--- src/rtl/uart_tx_word.sv ---
// UART transmitter sending one or two bytes per accepted 16-bit word.
// Each byte is framed as start, 8 data bits LSB first, and stop. The line idles high.
module uart_tx_word #(
  parameter int unsigned CLK_FRE    = 50,
  parameter int unsigned BAUD_RATE  = 115200,
  parameter int unsigned WORD_BYTES = 2
) (
  input  logic        clk,
  input  logic        rst_n,
  input  logic [15:0] tx_data,
  input  logic        tx_data_valid,
  output logic        tx_data_ready,
  output logic        tx_pin
);

  localparam int unsigned CYCLE    = CLK_FRE * 1000000 / BAUD_RATE;
  localparam logic [15:0] LAST_CNT = 16'(CYCLE - 1);

  localparam logic [1:0] S_IDLE      = 2'd0;
  localparam logic [1:0] S_START     = 2'd1;
  localparam logic [1:0] S_SEND_BYTE = 2'd2;
  localparam logic [1:0] S_STOP      = 2'd3;

  logic [1:0]  r_state;
  logic [1:0]  w_next_state;
  logic [15:0] r_cycle_cnt;
  logic [2:0]  r_bit_cnt;
  logic        r_byte_idx;
  logic [15:0] r_data;
  logic        r_ready;
  logic        r_pin;
  logic        w_bit_end;
  logic        w_accept;
  logic        w_more_bytes;
  logic [7:0]  w_cur_byte;

  assign w_bit_end     = (r_cycle_cnt == LAST_CNT);
  assign w_accept      = tx_data_valid && r_ready;
  assign w_more_bytes  = (WORD_BYTES == 2) && !r_byte_idx;
  assign w_cur_byte    = r_byte_idx ? r_data[15:8] : r_data[7:0];
  assign tx_data_ready = r_ready;
  assign tx_pin        = r_pin;

  always_comb begin
    w_next_state = r_state;
    case (r_state)
      S_IDLE:      if (w_accept) w_next_state = S_START;
      S_START:     if (w_bit_end) w_next_state = S_SEND_BYTE;
      S_SEND_BYTE: if (w_bit_end && r_bit_cnt == 3'd7) w_next_state = S_STOP;
      S_STOP:      if (w_bit_end) w_next_state = w_more_bytes ? S_START : S_IDLE;
      default:     w_next_state = S_IDLE;
    endcase
  end

  // Ready is derived from the next state so it is high exactly while the state is idle.
  always_ff @(posedge clk) begin
    if (!rst_n) begin
      r_state     <= S_IDLE;
      r_ready     <= 1'b0;
      r_cycle_cnt <= '0;
      r_bit_cnt   <= '0;
      r_byte_idx  <= 1'b0;
      r_data      <= '0;
      r_pin       <= 1'b1;
    end else begin
      r_state <= w_next_state;
      r_ready <= (w_next_state == S_IDLE);

      if (w_next_state != r_state || r_state == S_IDLE || w_bit_end)
        r_cycle_cnt <= '0;
      else
        r_cycle_cnt <= r_cycle_cnt + 16'd1;

      if (r_state != S_SEND_BYTE)
        r_bit_cnt <= '0;
      else if (w_bit_end)
        r_bit_cnt <= r_bit_cnt + 3'd1;

      if (w_accept) begin
        r_data     <= tx_data;
        r_byte_idx <= 1'b0;
      end else if (r_state == S_STOP && w_bit_end && w_more_bytes) begin
        r_byte_idx <= 1'b1;
      end

      // The pin follows the state one clock later.
      case (r_state)
        S_START:     r_pin <= 1'b0;
        S_SEND_BYTE: r_pin <= w_cur_byte[r_bit_cnt];
        default:     r_pin <= 1'b1;
      endcase
    end
  end

endmodule

--- config.mk ---
export PLATFORM = sky130hd
export DESIGN_NAME = uart_tx_word
export DESIGN_NICKNAME = d
export VERILOG_FILES = /design/src/rtl/uart_tx_word.sv
export SDC_FILE = /design/constraint.sdc
export NUM_CORES = 1
export LEC_CHECK = 0
export BUFFER_PORTS_ARGS = -buffer_cell sky130_fd_sc_hd__buf_2
export CAP_MARGIN = 10
export CORE_AREA = 8 8 72 74
export DETAILED_ROUTE_END_ITERATION = 8
export DIE_AREA = 0 0 80 82
export GPL_TIMING_DRIVEN = 1
export PLACE_DENSITY_LB_ADDON = 0.15
export SKIP_CTS_REPAIR_TIMING = 1
export SLEW_MARGIN = 20
export SYNTH_ARGS = -nofsm -noshare
export SYNTH_HDL_FRONTEND = slang
export SYNTH_SLANG_ARGS = --single-unit
--- constraint.sdc ---
create_clock -name clk -period 2.4 [get_ports clk]
set_input_delay 0.48 -clock clk [delete_from_list [all_inputs] [get_ports clk]]
set_output_delay 0.48 -clock clk [all_outputs]
set_load 0.01 [all_outputs]
# Word level (Yosys, flattened, before mapping)
# Index checks and enable logic that the tools add are counted.
# totals
output_inout_bits,2
input_bits,19
reg_bits,40
word_cells,40
n_memories,0
mem_bits_rw,0
latch_bits,0
rom_bits,0
# classes
bitwise,1
n_mux,10
magnitude_cmp,1
reduce_logical,12
n_shift,0
add_sub_neg,2
n_div,0
mul,0
n_eq_ne,7
# ops
operator,count
16-bit by 1-bit adder with 16-bit output (second input constant),1
16-bit by 9-bit equality test with 1-bit output (second input constant),1
2-bit two-way mux,4
8-bit two-way mux,1
2-bit case mux with 4 select lines,1
2-bit OR reduction,3
2-bit equality test (second input constant),2
1-bit logical AND,4
2-bit logical NOT,2
3-bit by 4-bit < comparator with 1-bit output (second input constant),1
3-bit by 1-bit adder with 3-bit output (second input constant),1
1-bit binary-select mux with 3-bit select,1
3-bit equality test (second input constant),1
2-bit by 1-bit equality test with 1-bit output (second input constant),1
1-bit logical OR,2
1-bit two-way mux,2
2-bit inequality test,1
2-bit inequality test (second input constant),1
1-bit case mux with 2 select lines,1
1-bit logical NOT,1
1-bit NOT,1

# Logic depth before layout (Yosys ltp)
# Gate-level depths: netlist (run 1).
# logic_depth
word_depth,8
ltp_mapped,7
depth_no_buf,6

# Worst setup path before layout (run 1)
# Ideal clock, no wire load.
# synth_path
path_kind,reg2reg
from,register r_cycle_cnt[0]
to,register r_cycle_cnt[14]
synth_period_minus_slack_ns,1.697
arrival_ns,1.628
path_stages_with_launch,6
required_ns,2.331
setup_slack_ns,0.703
cell_sequence,dfxtp_1 ha_1 nand2_1 or3_4 or4_4 a21oi_2
# synth_between
elab_chain_cells,8
# synth_rtl
element,line_no,rtl
from (decl),26,logic [15:0] r_cycle_cnt;
from (signal assigned),72,r_cycle_cnt <= r_cycle_cnt + 16'd1;
16-bit by 9-bit equality test with 1-bit output,37,assign w_bit_end = (r_cycle_cnt == LAST_CNT);
1-bit logical AND,49,S_SEND_BYTE: if (w_bit_end && r_bit_cnt == 3'd7) w_next_state = S_STOP;
2-bit two-way mux,49,
2-bit case mux with 4 select lines,46,case (r_state)
2-bit inequality test,69,if (w_next_state != r_state || r_state == S_IDLE || w_bit_end)
1-bit logical OR (2 in a row),69,
2-bit OR reduction (no line),--,
# Parallel ways exist; a longest one is shown, timed or not.
# A chain may end at the register's enable or synchronous reset.

# Final worst setup path (run 1)
# Ends and elaborated chain as after synthesis.

==> results.json, run 1 <==
{
  "finish.instance_area_sq_um": 2021,
  "ys_top_cells_by_area": "dfxtp_1 (45%), nand2_1 (10%), a21oi_1 (6.0%)",
  "ys_seq_elements": 40,
  "synthAdderAreaFrac_pct": 2.843,
  "yosysUniqueCellTypes": 38,
  "arrival_ps": 2020,
  "grt_max_degree": 20,
  "fin_skew_ps": 2.025,
  "dpl_cell_area_sq_um": 1928,
  "grt_use_met3_pct": 4.705,
  "syn_to_final_growth_pct": 14.78,
  "cp_slowest_cell": "or4_4",
  "status": "finished, final reports clean",
  "fp.dieW_microns": 80,
  "pin_count": 21,
  "layout_min_cycle_time_ps": 1789,
  "required_ps": 2630,
  "overflow": 0,
  "crit_buf_inv": 0,
  "cts_root_buffer": "clkbuf_8",
  "wl_per_cell_microns": 12.04,
  "clk_latency_ps": 290,
  "hpwlAfterDp_mm": 2.468,
  "rsz0062_at_grt": "no",
  "drt-pass1-iter-count": 4,
  "grt_first_pass_wirelength_mm": 5.802,
  "layout-drive-gt1-share_pct": 19.47,
  "stdcell_count": 278,
  "fin_crit_sh_pct": 74.52,
  "powerDensity_nw_per_um2": 606.2,
  "hp-class": "input port to flop",
  "fp.coreArea_sq_um": 4144,
  "crit_path_max_incr_delay_ps": 480,
  "crit_fanout": 4,
  "crit_path_cell_trace": "ha_1, nand2_1, or3_4, or4_4, a21oi_2",
  "synth.avg_cell_area_sq_um": 8.758,
  "grt.met1_usage_pct": 11.10,
  "initial_utilization_pct": 42.48,
  "drc": 0,
  "cts_made_buffers": 5,
  "yosys.area_share.xor_xnor_pct": 5.473,
  "fin_hold_ws_ps": 421.2,
  "layout.nets": 248,
  "antenna_left": 0,
  "cts_buffer_depth": 2,
  "tritoncts": "yes",
  "synth_area_leader_cell": "dfxtp_1",
  "dr_total_vias": 1389,
  "dp_slack_ps": 613.4,
  "globalRouteMet2Util_pct": 20.37,
  "path_clk_slew_ps": 70,
  "synthCells": 201,
  "gp_congestion": 0.7882,
  "worst_slack_ps": 611.4,
  "ir_drop_mv": 0.3193,
  "syn_area_sq_um": 1760,
  "port_buffers": 20,
  "dp_cells": 270,
  "worstMarginPinSlew_ps": 517.0,
  "yosys.area_share.simple_pct": 25.73,
  "antenna_found_initial": 0,
  "syn_nets": 224,
  "max_freq_ghz": 0.5591,
  "setup_tns_ps": 0,
  "drt_iter0_markers": 40,
  "rows": 24,
  "final_max_slew_viol_count": 0,
  "start_kind": "flop",
  "cts.sinks": 40,
  "routed_wl_mm": 3.347,
  "max_cap_violations": 0,
  "yosysSeqAreaShare_pct": 45.49,
  "critical_path_class": "flop to flop",
  "track_usage_pct": 11.28,
  "critical_path.top_delay_family": "simple AND/OR/NAND/NOR gates",
  "die_h_microns": 82,
  "slew_headroom_pct": 65.54,
  "muxShareOfSynthArea_pct": 6.752,
  "worstSetupEndpointType": "flop",
  "hold_viol_final": 0,
  "cts_max_level": 2,
  "avgViaCountPerCell": 4.996,
  "antenna_cells": 0,
  "grt_pass1_vias": 1405,
  "busiest_layer": "met2",
  "synth_compound_area_share_pct": 11.30,
  "dieArea_sq_um": 6560,
  "synth_top_family_by_area": "simple AND/OR/NAND/NOR gates",
  "yosysWarnings": 0,
  "synth_top_cell_area_share_pct": 45.49,
  "finalSetupViolCount": 0,
  "leakage_uw": 0.0007381
}
## power by group
part	leakage [uW]	switching (uW)	internal, uW
clock network	0.0000510	227	229
registers	0.000324	9.31	682
logic	0.000363	43.0	34.6
total	0.000738	279	946
## flip-flops by register name, indices dropped and copies added, names as in the netlist
name	cells
r_data	16
tx_data_ready	1
tx_pin	1
r_byte_idx	1
r_bit_cnt	3
r_cycle_cnt	16
r_state	2
## worst reg2reg max path: stages, from the launching register on
cell and delay [ps]:
dfxtp_1 370, ha_1 220, nand2_1 120, or3_4 400, or4_4 490, a21oi_2 130
## cells by family (layout without fill, tap and decap cells)
group,after synthesis,in the layout
simple gates,93,93
flops,40,40
compound gates,34,34
xor+xnor,11,11
buf+inv,11,36
mux,8,8
fa+ha+maj,4,4
## worst paths after layout
kind / startpoint / depth (start not counted) / slack, ps / end
max reg2reg: r_cycle_cnt[0] / 5 / 610 / r_cycle_cnt[14]
min: tx_data[7] / 3 / 420 / r_data[7]
max: r_cycle_cnt[0] / 5 / 610 / r_cycle_cnt[14]
min reg2reg: r_data[8] / 2 / 460 / r_data[8]
## synth_stat cells, drive strengths merged
library cell	number
clkbuf	6
and3	3
nor4	4
nand3	3
nor3	2
or3	4
and2	2
a31oi	1
o311a	1
o22a	1
clkinv	1
o31ai	3
buf	1
inv	3
nand4	5
nor2	17
o21bai	1
a21oi	22
mux2	1
nand2	47
o21ai	4
mux2i	4
nor3b	1
mux4	3
ha	4
or4	2
xor2	7
dfxtp	40
and4bb	1
nor2b	2
xnor2	4
o211a	1
## area by class of cell
| type | count | area [sq um] |
|---|---|---|
| clock buffers | 6 | 82.58 |
| flip-flops and latches | 40 | 800.8 |
| inverters | 4 | 15.01 |
| clock inverters | 2 | 10.01 |
| fillers | 412 | 2123 |
| repair buffers | 24 | 130.1 |
| well taps | 52 | 65.06 |
| multi-input cells | 150 | 917.1 |
## layout by cell type, fill, tap and decap left out, drive strengths merged
cell and instances:
a21oi 22, o21bai 1, clkbuf 6, nor2b 2
or3 4, o211a 1, xnor2 4, ha 4
nor2 17, a31oi 1, dfxtp 40, mux2 1
and3 3, and4bb 1, o21ai 4, clkinv 3
nand2 47, mux2i 4, buf 24, nor3b 1
and2 2, nor3 2, nand4 5, xor2 7
o31ai 3, or4 2, nor4 4, inv 3
mux4 3, o22a 1, o311a 1, nand3 3
## metal layers
layer,routed length (microns),vias up
li1,-,743
met5,0,-
met4,52,0
met3,138,6
met2,1608,19
met1,1547,621
## per-stage QoR
step / utilization [%] / power (uW)
final: 48.76 / 1225
after global routing: 48.76 / 1289
after CTS: 48.76 / 1247
after detailed placement: 46.53 / 786.6
after global placement: 46.53 / 785.9
after floorplan: - / 752.4
(Power assumes the default switching activity.)
==> run 2, diff against run 1 <==
==> constraint.sdc (replaced) <==
create_clock -name clk -period 1.8 [get_ports clk]
set_input_delay 0.36 -clock clk [delete_from_list [all_inputs] [get_ports clk]]
set_output_delay 0.36 -clock clk [all_outputs]
set_load 0.01 [all_outputs]
==> results.json, run 2 (synthesis gave the netlist of run 1 again) <==
{
  "max_freq_ghz": 0.5829,
  "avgViaCountPerCell": 5.050,
  "path_clk_slew_ps": 80,
  "drt_iter0_markers": 49,
  "grt_pass1_vias": 1382,
  "critical_path_class": "flop to flop",
  "r2r-end": "r_cycle_cnt[14]",
  "timing.rr.start": "r_cycle_cnt[0]",
  "reg2reg_slack_ps": 80,
  "routed_wl_mm": 3.413,
  "setup.worst_path.end": "r_cycle_cnt[14]",
  "required_ps": 2030,
  "initial_utilization_pct": 42.48,
  "tritoncts": "yes",
  "hp-class": "input port to flop",
  "worstSetupEndpointType": "flop",
  "cts_made_buffers": 5,
  "die_h_microns": 82,
  "antenna_left": 0,
  "hpwlAfterDp_mm": 2.584,
  "cts_buffer_depth": 2,
  "crit_path_max_incr_delay_ps": 480,
  "dpl_cell_area_sq_um": 1951,
  "rows": 24,
  "drt-pass1-iter-count": 4,
  "top_regs": "r_cycle_cnt x16, r_data x16, r_bit_cnt x3",
  "arrival_ps": 1950,
  "start_kind": "flop",
  "powerDensity_nw_per_um2": 843.2,
  "slew_headroom_pct": 65.25,
  "dr_total_vias": 1419,
  "cts.sinks": 40,
  "antenna_cells": 0,
  "dp_slack_ps": 60.81,
  "track_usage_pct": 11.75,
  "fin_skew_ps": 6.568,
  "fin_hold_ws_ps": 298.2,
  "drc": 0,
  "worstMarginPinSlew_ps": 521.3,
  "layout-drive-gt1-share_pct": 20.96,
  "leakage_uw": 0.0007548,
  "layout_min_cycle_time_ps": 1716,
  "pin_count": 21,
  "hold_viol_final": 0,
  "grt_max_degree": 19,
  "rr_worst_depth": 5,
  "finalSetupViolCount": 0,
  "antenna_found_initial": 0,
  "layout_common_cells": "nand2_1 (47), dfxtp_1 (39), a21oi_1 (21)",
  "worst_slack_ps": 84.34,
  "gp_congestion": 0.7461,
  "layout.nets": 251,
  "ir_drop_mv": 0.5261,
  "dieArea_sq_um": 6560,
  "fp.coreArea_sq_um": 4144,
  "syn_to_final_growth_pct": 17.13,
  "cp_slowest_cell": "or4_4",
  "crit_path_cell_trace": "ha_2, nand2_1, or3_4, or4_4, a21oi_2",
  "cts_max_level": 2,
  "final_max_slew_viol_count": 0,
  "final_common_cell": "nand2_1",
  "cts_root_buffer": "clkbuf_8",
  "wl_per_cell_microns": 12.15,
  "clk_latency_ps": 290,
  "setup_tns_ps": 0,
  "crit_start": "r_cycle_cnt[0]",
  "max_cap_violations": 0,
  "finish.instance_area_sq_um": 2062,
  "grt_first_pass_wirelength_mm": 6.058,
  "crit_fanout": 4,
  "fin_crit_sh_pct": 95.31,
  "status": "finished, final reports clean",
  "fp.dieW_microns": 80,
  "overflow": 0,
  "port_buffers": 20
}
==> run 2: cell types whose count changed in the layout (fill, tap and decap cells not counted) <==
cell	previous run	this run
dfxtp_1	40	39
ha_2	0	1
buf_4	4	7
clkinv_2	2	1
clkbuf_8	6	5
ha_1	4	3
clkbuf_1	0	1
bufinv_16	0	1
dfxtp_2	0	1
==> run 2: report_power, final <==
part / switching, uW / internal (uW) / total [uW]
Combinational: 58.7 / 47.6 / 106
Sequential: 12.2 / 909 / 921
Clock: 300 / 411 / 711
Total: 371 / 1370 / 1740
==> run 2: through the flow <==
| stage | utilization [%] | power, uW | cells |
|---|---|---|---|
| 4_1_cts | 49.67 | 1775 | 281 |
| 3_3_place_gp | 47.07 | 1048 | 273 |
| 2_1_floorplan | - | 1003 | 201 |
| 5_1_grt | 49.76 | 1830 | 281 |
| 3_5_place_dp | 47.07 | 1050 | 273 |
| 6_report | 49.76 | 1739 | 281 |
==> run 2: layout make-up <==
| type | count | area [sq um] |
|---|---|---|
| clock buffer | 6 | 72.57 |
| clock inverter | 2 | 35.03 |
| fill | 423 | 2082 |
| inverter | 4 | 15.01 |
| multi-input combinational | 150 | 919.6 |
| sequential | 40 | 802.0 |
| tap | 52 | 65.06 |
| timing repair buffer | 27 | 152.6 |
==> run 2: critical path, delay by kind of cell (launching register included) <==
kind / cells / cell delay, ps
compound gates: 1 / 130
fa+ha+maj: 1 / 200
flops: 1 / 330
simple gates: 3 / 990
==> run 2: how the worst min path moves through the flow <==
stage / start / end / slack, ps / depth (start not counted)
floorplan: r_cycle_cnt[0] / r_cycle_cnt[0] / 430 / 1
global placement: r_data[3] / r_data[3] / 440 / 2
detailed placement: r_data[14] / r_data[14] / 450 / 2
CTS: tx_data[13] / r_data[13] / 290 / 3
global route: tx_data[13] / r_data[13] / 280 / 3
finish: tx_data[2] / r_data[2] / 300 / 3
==> run 2: routing by layer <==
layer	share of wire, %	wire length, microns	global-route usage [%]	up-vias
met4	2.0	68	5.455	0
met5	0	0	0	-
met2	49	1682	20.53	17
li1	-	-	-	745
met3	2.7	91	4.158	6
met1	46	1570	12.44	651
==> run 3, diff against run 2 <==
--- a/config.mk
+++ b/config.mk
@@ -7,9 +7,9 @@
 export LEC_CHECK = 0
 export BUFFER_PORTS_ARGS = -buffer_cell sky130_fd_sc_hd__buf_2
 export CAP_MARGIN = 10
-export CORE_AREA = 8 8 72 74
+export CORE_AREA = 8 8 76 78
 export DETAILED_ROUTE_END_ITERATION = 8
-export DIE_AREA = 0 0 80 82
+export DIE_AREA = 0 0 84 86
 export GPL_TIMING_DRIVEN = 1
 export PLACE_DENSITY_LB_ADDON = 0.15
 export SKIP_CTS_REPAIR_TIMING = 1
==> results.json, run 3 (synthesis gave the netlist of run 1 again) <==
{
  "status": "finished, final reports clean",
  "critical_path_class": "flop to flop",
  "crit_fanout": 4,
  "crit_start": "r_cycle_cnt[0]",
  "rsz0062_at_grt": "no",
  "power_frac_seq_pct": 58.2,
  "port_buffers": 20,
  "cts_made_buffers": 5,
  "multi_input_area_sq_um": 922.1,
  "routed_wl_mm": 3.475,
  "max_cap_violations": 0,
  "switching_power_uw": 361.3,
  "final_common_cell": "nand2_1",
  "antenna_left": 0,
  "initial_utilization_pct": 38.29,
  "arrival_ps": 1920,
  "power_frac_comb_pct": 6.9,
  "fp.coreArea_sq_um": 4598,
  "drt-pass1-iter-count": 4,
  "finalSetupViolCount": 0,
  "reg2reg_slack_ps": 110,
  "drc": 0,
  "top_regs": "r_cycle_cnt x16, r_data x16, r_bit_cnt x3",
  "wl_per_cell_microns": 12.32,
  "start_kind": "flop",
  "grt_pass1_vias": 1436,
  "layout-drive-gt1-share_pct": 21.05,
  "gp_congestion": 0.7185,
  "antenna_found_initial": 0,
  "hp-class": "input port to flop",
  "layout_min_cycle_time_ps": 1694,
  "setup.worst_path.end": "r_cycle_cnt[14]",
  "fin_skew_ps": 1.537,
  "powerDensity_nw_per_um2": 772.9,
  "max_freq_ghz": 0.5903,
  "r2r-end": "r_cycle_cnt[14]",
  "setup_tns_ps": 0,
  "cts_max_level": 2,
  "fill_cells": 487,
  "fin_crit_sh_pct": 94.12,
  "timing.rr.start": "r_cycle_cnt[0]",
  "dieArea_sq_um": 7224,
  "track_usage_pct": 10.52,
  "layout_common_cells": "nand2_1 (46), dfxtp_1 (39), a21oi_1 (21)",
  "path_clk_slew_ps": 70,
  "layout.nets": 251,
  "ff_latch_area_sq_um": 802.0,
  "p_clk_share_pct": 34.9,
  "ir_drop_mv": 0.4182,
  "drt_iter0_markers": 58,
  "leakage_uw": 0.0007493,
  "p_int_uw": 1223,
  "rr_worst_depth": 5,
  "hpwlAfterDp_mm": 2.558,
  "dr_total_vias": 1388,
  "fin_hold_ws_ps": 306.9,
  "grt_max_degree": 19,
  "rows": 25,
  "final_max_slew_viol_count": 0,
  "hold_viol_final": 0,
  "sw_frac_of_total_pct": 22.81,
  "tritoncts": "yes",
  "cts.sinks": 40,
  "overflow": 0,
  "avgViaCountPerCell": 4.922,
  "worstSetupEndpointType": "flop",
  "antenna_cells": 0,
  "grt_first_pass_wirelength_mm": 6.375,
  "clk_latency_ps": 280,
  "cts_buffer_depth": 2,
  "required_ps": 2020,
  "die_h_microns": 86,
  "pin_count": 21,
  "worstMarginPinSlew_ps": 533.6,
  "syn_to_final_growth_pct": 16.42,
  "slew_headroom_pct": 64.43,
  "fp.dieW_microns": 84,
  "cts_root_buffer": "clkbuf_8"
}
[run 3: cell count changes in the layout (fill, tap and decap cells not counted), sizes merged]
cell    before  now
bufinv       1    0
[run 3: power by group through the flow]
stage	Clock (uW)	Sequential, uW	Combinational [uW]
finish	554	921	109
global route	614	925	125
CTS	581	922	112
detailed placement	0	942	111
global placement	0	942	111
floorplan	0	941	62.7
[run 3: through the flow]
stage / power, uW / util [%] / std cells / area [sq um] / setup WS [ps]
floorplan: 1003 / - / 201 / 1760 / 103.0
global placement: 1054 / 42.75 / 275 / 1966 / 92.68
detailed placement: 1054 / 42.75 / 275 / 1966 / 60.86
CTS: 1614 / 44.44 / 282 / 2043 / 44.51
global route: 1664 / 44.57 / 282 / 2049 / 20.74
finish: 1584 / 44.57 / 282 / 2049 / 105.9
[run 3: how the worst min path moves through the flow]
stage                   startpoint              to  depth (start not counted)
finish                 tx_data[11]      r_data[11]                          3
global route            tx_data[8]       r_data[8]                          3
CTS                     tx_data[8]       r_data[8]                          3
detailed placement      r_data[15]      r_data[15]                          2
global placement        r_data[10]      r_data[10]                          2
floorplan           r_cycle_cnt[0]  r_cycle_cnt[0]                          1
[run 3: critical path: stages, from the launching register on]
cell and delay, ps:
dfxtp_1 340, ha_2 210, nand2_2 80, or3_4 390, or4_4 490, a21oi_2 130
[run 3: final cells by class]
cell class                 count  share of cell area [%]
sequential                    40                   39.13
timing repair buffer          27                   8.059
clock inverter                 1                  0.2442
inverter                       4                  0.7326
clock buffer                   6                   3.541
multi-input combinational    150                   44.99
tap                           54                   3.297
[run 3: metal layers]
metal	part of all wire [%]	GRT usage, %	vias to the layer above	routed length [microns]
li1	-	-	746	-
met1	49	12.19	621	1717
met2	46	17.54	17	1615
met3	3.2	3.602	4	110
met4	0.89	3.768	0	31
met5	0	0	-	0
